===== config.mk =====
export PLATFORM = sky130hd
export DESIGN_NAME = adc_capture_ctrl
export DESIGN_NICKNAME = d
export VERILOG_FILES = /design/src/rtl/adc_capture_ctrl.sv
export SDC_FILE = /design/constraint.sdc
export NUM_CORES = 1
export LEC_CHECK = 0
export CAP_MARGIN = 0
export CORE_MARGIN = 5
export CORE_UTILIZATION = 55
export DETAILED_ROUTE_END_ITERATION = 10
export PLACE_DENSITY = 0.82
export SETUP_SLACK_MARGIN = 0.3
export SYNTH_ARGS = -nofsm -noshare
export SYNTH_HDL_FRONTEND = slang
export SYNTH_SLANG_ARGS = --single-unit

===== constraint.sdc =====
create_clock -name clk -period 6.89 [get_ports clk]
set_input_delay 0.689 -clock clk [delete_from_list [all_inputs] [get_ports clk]]
set_output_delay 0.689 -clock clk [all_outputs]
set_load 0.02 [all_outputs]

===== src/rtl/adc_capture_ctrl.sv =====
// ADC capture controller: settles the ADC after enable, captures a burst (or a
// continuous run) into a first-word-fall-through FIFO and streams it out.
module adc_capture_ctrl #(
    parameter int ADC_BITLEN     = 16,
    parameter int SETTLE_SAMPLES = 8,
    parameter int BURST_LEN      = 64,
    parameter int FIFO_DEPTH     = 16
) (
    input  logic                  clk,
    input  logic                  rst,
    input  logic                  start,
    input  logic                  stop,
    input  logic                  continuous,
    input  logic [ADC_BITLEN-1:0] adc_output,
    input  logic                  adc_valid,
    output logic                  adc_rst,
    output logic [ADC_BITLEN-1:0] m_data,
    output logic                  m_valid,
    input  logic                  m_ready,
    output logic                  busy,
    output logic                  done,
    output logic                  overflow,
    input  logic                  clear_ovf
);

    localparam int PW = $clog2(FIFO_DEPTH);
    localparam int CW = $clog2(FIFO_DEPTH + 1);
    localparam int BW = $clog2(BURST_LEN + 1);
    localparam logic [7:0]    SETTLE_N = 8'(SETTLE_SAMPLES);
    localparam logic [BW-1:0] BURST_N  = BW'(BURST_LEN);
    localparam logic [CW-1:0] DEPTH_N  = CW'(FIFO_DEPTH);

    typedef enum logic [1:0] {IDLE, SETTLE, CAPTURE, DRAIN} state_t;

    state_t                state_q, state_d;
    logic [7:0]            settle_cnt_q, settle_cnt_d;
    logic [BW-1:0]         burst_cnt_q, burst_cnt_d;
    logic                  cont_q, cont_d;
    logic                  ovf_q, ovf_d;
    logic [PW-1:0]         wr_ptr_q, wr_ptr_d;
    logic [PW-1:0]         rd_ptr_q, rd_ptr_d;
    logic [CW-1:0]         count_q, count_d;
    logic [ADC_BITLEN-1:0] mem_q [FIFO_DEPTH];
    logic                  fifo_full, fifo_empty;
    logic                  wr_en, rd_en, drop;

    assign fifo_full  = (count_q == DEPTH_N);
    assign fifo_empty = (count_q == '0);
    assign rd_en      = !fifo_empty && m_ready;

    always_comb begin
        state_d      = state_q;
        settle_cnt_d = settle_cnt_q;
        burst_cnt_d  = burst_cnt_q;
        cont_d       = cont_q;
        wr_en        = 1'b0;
        drop         = 1'b0;
        done         = 1'b0;
        case (state_q)
            IDLE: begin
                if (start) begin
                    cont_d       = continuous;
                    settle_cnt_d = '0;
                    burst_cnt_d  = '0;
                    state_d      = (SETTLE_N == 8'd0) ? CAPTURE : SETTLE;
                end
            end
            SETTLE: begin
                if (adc_valid) begin
                    settle_cnt_d = settle_cnt_q + 8'd1;
                    if (settle_cnt_d == SETTLE_N) state_d = CAPTURE;
                end
                if (stop) state_d = DRAIN;
            end
            CAPTURE: begin
                // Full is judged before this cycle's read, so a full FIFO drops even while draining.
                if (adc_valid) begin
                    if (fifo_full) drop  = 1'b1;
                    else           wr_en = 1'b1;
                    if (!cont_q) begin
                        burst_cnt_d = burst_cnt_q + BW'(1);
                        if (burst_cnt_d == BURST_N) state_d = DRAIN;
                    end
                end
                if (stop) state_d = DRAIN;
            end
            DRAIN: begin
                if (fifo_empty) begin
                    state_d = IDLE;
                    done    = 1'b1;
                end
            end
            default: state_d = IDLE;
        endcase
    end

    always_comb begin
        wr_ptr_d = wr_en ? wr_ptr_q + PW'(1) : wr_ptr_q;
        rd_ptr_d = rd_en ? rd_ptr_q + PW'(1) : rd_ptr_q;
        count_d  = count_q;
        if (wr_en && !rd_en)      count_d = count_q + CW'(1);
        else if (!wr_en && rd_en) count_d = count_q - CW'(1);
        // A dropped sample wins over a same-cycle clear.
        ovf_d = drop ? 1'b1 : (clear_ovf ? 1'b0 : ovf_q);
    end

    always_ff @(posedge clk or posedge rst) begin
        if (rst) begin
            state_q      <= IDLE;
            settle_cnt_q <= '0;
            burst_cnt_q  <= '0;
            cont_q       <= 1'b0;
            ovf_q        <= 1'b0;
            wr_ptr_q     <= '0;
            rd_ptr_q     <= '0;
            count_q      <= '0;
        end else begin
            state_q      <= state_d;
            settle_cnt_q <= settle_cnt_d;
            burst_cnt_q  <= burst_cnt_d;
            cont_q       <= cont_d;
            ovf_q        <= ovf_d;
            wr_ptr_q     <= wr_ptr_d;
            rd_ptr_q     <= rd_ptr_d;
            count_q      <= count_d;
        end
    end

    // Storage carries no reset; m_data is masked to zero whenever the FIFO is empty.
    always_ff @(posedge clk) begin
        if (wr_en) mem_q[wr_ptr_q] <= adc_output;
    end

    assign m_valid  = !fifo_empty;
    assign m_data   = fifo_empty ? '0 : mem_q[rd_ptr_q];
    assign busy     = (state_q != IDLE);
    assign adc_rst  = (state_q == IDLE) || (state_q == DRAIN);
    assign overflow = ovf_q;

endmodule

-- After elaboration in Yosys (flattened, before gate mapping)
Memories as Yosys holds them, arrays and structs flattened.
Index checks and enable logic that the tools add are counted.
- RAM bits: 256
- logic and storage cells: 81
- input port bits: 24
- flip-flop bits (word level): 32
- output and inout port bits: 21
- memories: 1
- reduce and logical (&&, ||, !) cells: 18
- multiplexer cells: 32
- equal/unequal tests: 16
- add/sub/neg operators: 6
- memories (name ; words ; width ; read ports ; clocked after Yosys merged registers in ; write ports ; line ; source):
    mem_q ; 16 ; 16 ; 1 ; 0 ; 1 ; 43 ; logic [ADC_BITLEN-1:0] mem_q [FIFO_DEPTH];
- operator list (operator ; number):
    7-bit 2-to-1 mux ; 3
    2-bit 2-to-1 mux ; 9
    16-bit 2-to-1 mux ; 1
    8-bit 2-to-1 mux ; 2
    8-bit case mux with 2 select lines ; 1
    3-bit != test, second input constant ; 5
    7-bit case mux with 2 select lines ; 1
    1-bit 2-to-1 mux ; 12
    5-bit 2-to-1 mux ; 2
    2-bit != test, second input constant ; 5
    2-bit nonzero test ; 5
    4-bit by 1-bit adder with 4-bit output, second input constant ; 2
    8-bit by 1-bit adder with 8-bit output, second input constant ; 1
    8-bit by 4-bit equality test with 1-bit output, second input constant ; 1
    2-bit case mux with 4 select lines ; 1
    7-bit by 1-bit adder with 7-bit output, second input constant ; 1
    7-bit equality test, second input constant ; 1
    7-bit AND reduction ; 1
    5-bit by 1-bit adder with 5-bit output, second input constant ; 1
    5-bit equality test, second input constant ; 1
    5-bit logical NOT ; 1
    5-bit by 1-bit subtractor with 5-bit output, second input constant ; 1
    2-bit equality test, second input constant ; 2
    4-bit AND reduction ; 1
    other kinds (7) ; 11

-- Depth between registers and ports, before layout
- depth in word-level cells: 8
- gate-level depth with buffers: 13

-- Worst setup path before layout
No wires, ideal clock.
- kind: flip-flop to flip-flop
- start point: reg state_q[0]
- end point: reg count_q[4]
- buffers on the path: 1
- arrival time: 2.749 ns
- required time: 6.765 ns
- stages on the path, launching flop included: 14
- clock period less this slack: 2.875 ns
- slack: 4.015 ns
- cells stage by stage: dfrtp_1 > inv_1 > ha_1 > clkbuf_1 > nand2_1 > a21oi_1 > ha_1 > inv_1 > fa_1 > a21o_1 > a21oi_1 > xnor2_1 > nor2_1 > xor2_1
- cells in the longest elaborated chain, start to end: 5
- ends and longest elaborated chain (element ; line ; source):
    start, declared ; 35 ; state_t state_q, state_d;
    start signal, assigned ; 118 ; state_q <= state_d;
    2-bit equality test * ; 59 ; case (state_q)
    1-bit 2-to-1 mux * ; 59 ;
    via wr_en ; 45 ; logic wr_en, rd_en, drop;
    1-bit logical NOT ; 102 ; else if (!wr_en && rd_en) count_d = count_q - CW'(1);
    1-bit logical AND ; 102 ;
    2-bit nonzero test (no source line) ; -- ;
    end signal, assigned ; 125 ; count_q <= count_d;
    end, declared ; 42 ; logic [CW-1:0] count_q, count_d;
The timed path passes the listed nets; every way through them passes the cells marked *.
A chain may end at the register's enable or synchronous reset.

-- Final worst setup path
- start point: reg rd_ptr_q[0]
- end point: out m_data[10]
- cells in the longest elaborated chain, start to end: 2
- ends and longest elaborated chain (element ; line ; source):
    start, declared ; 41 ; logic [PW-1:0] rd_ptr_q, rd_ptr_d;
    start signal, assigned ; 124 ; rd_ptr_q <= rd_ptr_d;
    memory read 16 x 16 bit ; -- ;
    16-bit 2-to-1 mux ; 135 ; assign m_data = fifo_empty ? '0 : mem_q[rd_ptr_q];
    end, declared ; 17 ; output logic [ADC_BITLEN-1:0] m_data,
No other way between the ends.

==> metrics <==
Antenna Cells 0; xor and xnor area share after synthesis 1.41%; RSZ-0062 raised after global routing no; Reg clk slew, reported paths 60 ps; Fillers 1,343; switching share of power between 20% and 30%; H-tree Lvls 1; Final Hold Vio Count 0; complex-gate fraction of the synthesized area 2.03%; CP startpoint kind register; Yosys reg bits 288; Overall Power 5.40 mW; first-pass GRT wire length 36.7 mm; die height about 160 µm; via/cell ratio 6.17; Simple-Gate Fraction of Synth Area between 4 and 5%; area of the multi-input gates 0.00306 mm²; Detailed Route WL approximately 24 mm; sequential cell area 0.00850 mm²; syn nets 625; post-CTS resize count 0; area grow syn2layout 13.4%; placed instance count 885; Fin Clk Skew 16.6 ps; Setup crit end kind primary output; Synth warnings 0; Adder-Cell Fraction of Synth Area 1.87%; gpl congestion 0.759; Worst Setup SP rd_ptr_q[0]; Slew Viols, Final 0; CTS sink cnt 288; cells after synthesis 584; status complete, no violations; count of cell types in the netlist 48; I/O Pins 45; cell area after synthesis ~0.012 mm²; hold_buf cts 0; most frequent cells in the layout edfxtp_1, mux4_2, clkdlybuf4s50_1; die width roughly 160 µm; largest net degree at the start of global routing 68; VDD IR max 0.221 mV; most common cell after layout, fill and taps aside edfxtp_1; clock power share between 20 and 30%; grt ovf 0; r2r worst-path depth 6; setup violators final 0; core area 0.0210 mm²; Critical R2R Capture mem_q[0][0]; Detail Placement HPWL 13.3 mm; # Post-CTS Setup Buffers 0; P_leak 4.44 nW; Routed met1 length 9.37 mm; initial core utilization 56.0%; I/O Buffers 44; WP data arrival approximately 3900 ps; WL/cell approximately 25 µm; Die Footprint 0.0244 mm²; TNS Setup 0 ps; Root Buffer clkbuf_16; CTS tree built; Final period util 66.4%; number of synthesized flops with an enable pin 256; Initial DRC Count 504; P_int between 3 and 4 mW; Crit Path Max Fanout 40; RR Startpoint state_q[0]; mux contribution to synthesized area 16.1%; filler-free cell count of the finished design about 940; layout cells sized above 1 18.1%; P_sw between 1.5 and 2 mW; GRT Overall Usage about a fifth; Comb pwr share between 20 and 30%; met2 wire len ~12 mm; drt drc 0; CP Class register to primary output; DRT Pass-1 Iters 4; Primary FF master, synth edfxtp_1; metal3 WL approximately 1.5 mm; Avg Inst Size Synth 20.1 µm²; # rows between 50 and 60; vias in the first global route 6,031; Worst slew margin 17.3%; HP Class register to register; main combinational cell family by area after synthesis multiplexers; worst-skew pair later-pin latency about 530 ps; worst setup path endpoint m_data[10]; PwrDens 405 mW/mm²; maximum clock frequency 0.219 GHz; top layer in use met4; slew at the pin closest to its max-slew limit roughly 1200 ps; Seq/Total Area, Yosys around 70%; reg-to-reg slack, setup 3340 ps; CTS Buf Count 28; Sequential Power Share between 40% and 50%; Critical Path RT 6200 ps; crit path time final 4580 ps; Antenna Nets Post-Route 0; nets 681; hold path start settle_cnt_q[7]; Clock Path Buffers 3; initial antenna violation count 0; FFs w/ async S/R, synth 11.1%; Max-cap violations 0; vias 5,781
power groups by stage:
stage	clock network (mW)	registers [mW]	logic (mW)
after floorplan	0	2.13	1.30
after global placement	0	2.31	1.53
after detailed placement	0	2.32	1.59
after CTS	1.55	2.29	1.60
after global routing	1.63	2.31	1.70
final	1.53	2.29	1.58
stage by stage:
stage,hold slack (ps),util [%],setup slack [ps],cell area [µm²]
3_3_place_gp,477,59.1,2870,12400
5_1_grt,515,63.5,2080,13300
4_1_cts,493,63.5,2220,13300
6_report,493,63.5,2310,13300
2_1_floorplan,461,-,4020,11800
3_5_place_dp,483,59.1,2840,12400
registers in the layout, summed over array words and instances, names as in the netlist:
signal / cells
burst_cnt_q: 7
cont_q: 1
count_q: 5
mem_q: 256
overflow: 1
rd_ptr_q: 4
settle_cnt_q: 8
state_q: 2
wr_ptr_q: 4
synthesized netlist by cell type (all sizes together) (5+ instances only):
| cell type | count | area share, % |
|---|---|---|
| inv | 12 | 0.38 |
| buf | 17 | 1.3 |
| clkbuf | 5 | 0.19 |
| dfrtp | 32 | 6.8 |
| edfxtp | 256 | 65 |
| mux4 | 80 | 16 |
| o21ai | 20 | 0.85 |
| ha | 16 | 1.7 |
| nand3 | 11 | 0.47 |
| nand2 | 31 | 0.99 |
| xnor2 | 13 | 0.97 |
| xor2 | 6 | 0.45 |
| and2 | 34 | 1.8 |
| nor2 | 12 | 0.38 |
per-layer routing:
layer  track usage, %  up-vias
met5                0        -
met4             4.88        0
met1             27.7     3026
met3             3.07       28
li1                 -     2486
met2             34.4      241
critical path: stages, from the launching register on:
cell,delay [ps]
dfrtp_4,770
buf_4,710
mux4_1,690
mux4_2,470
and2_1,160
clkdlybuf4s50_1,530
cells by family (layout without fill, tap and decap cells):
| kind of cell | count (synthesis) | in the layout |
|---|---|---|
| buf+inv | 34 | 112 |
| mux | 84 | 84 |
| flops | 288 | 288 |
| compound gates | 39 | 39 |
| simple gates | 103 | 103 |
| xor+xnor | 19 | 19 |
| fa+ha+maj | 17 | 17 |
worst min path at each step:
| stage | to | slack [ps] | depth (start not counted) |
|---|---|---|---|
| after floorplan | settle_cnt_q[7] | 460 | 1 |
| after global placement | settle_cnt_q[7] | 480 | 1 |
| after detailed placement | settle_cnt_q[7] | 480 | 1 |
| after CTS | settle_cnt_q[7] | 490 | 1 |
| after global routing | settle_cnt_q[7] | 510 | 1 |
| final | settle_cnt_q[7] | 490 | 1 |
final cells by class:
class,instances,area share (%)
timing repair buffer,48,3.53
inverter,12,0.338
clock inverter,21,1.47
tap,275,2.58
multi-input combinational,262,22.9
clock buffer,31,5.50
sequential,288,63.7
(Power assumes the default switching activity.)
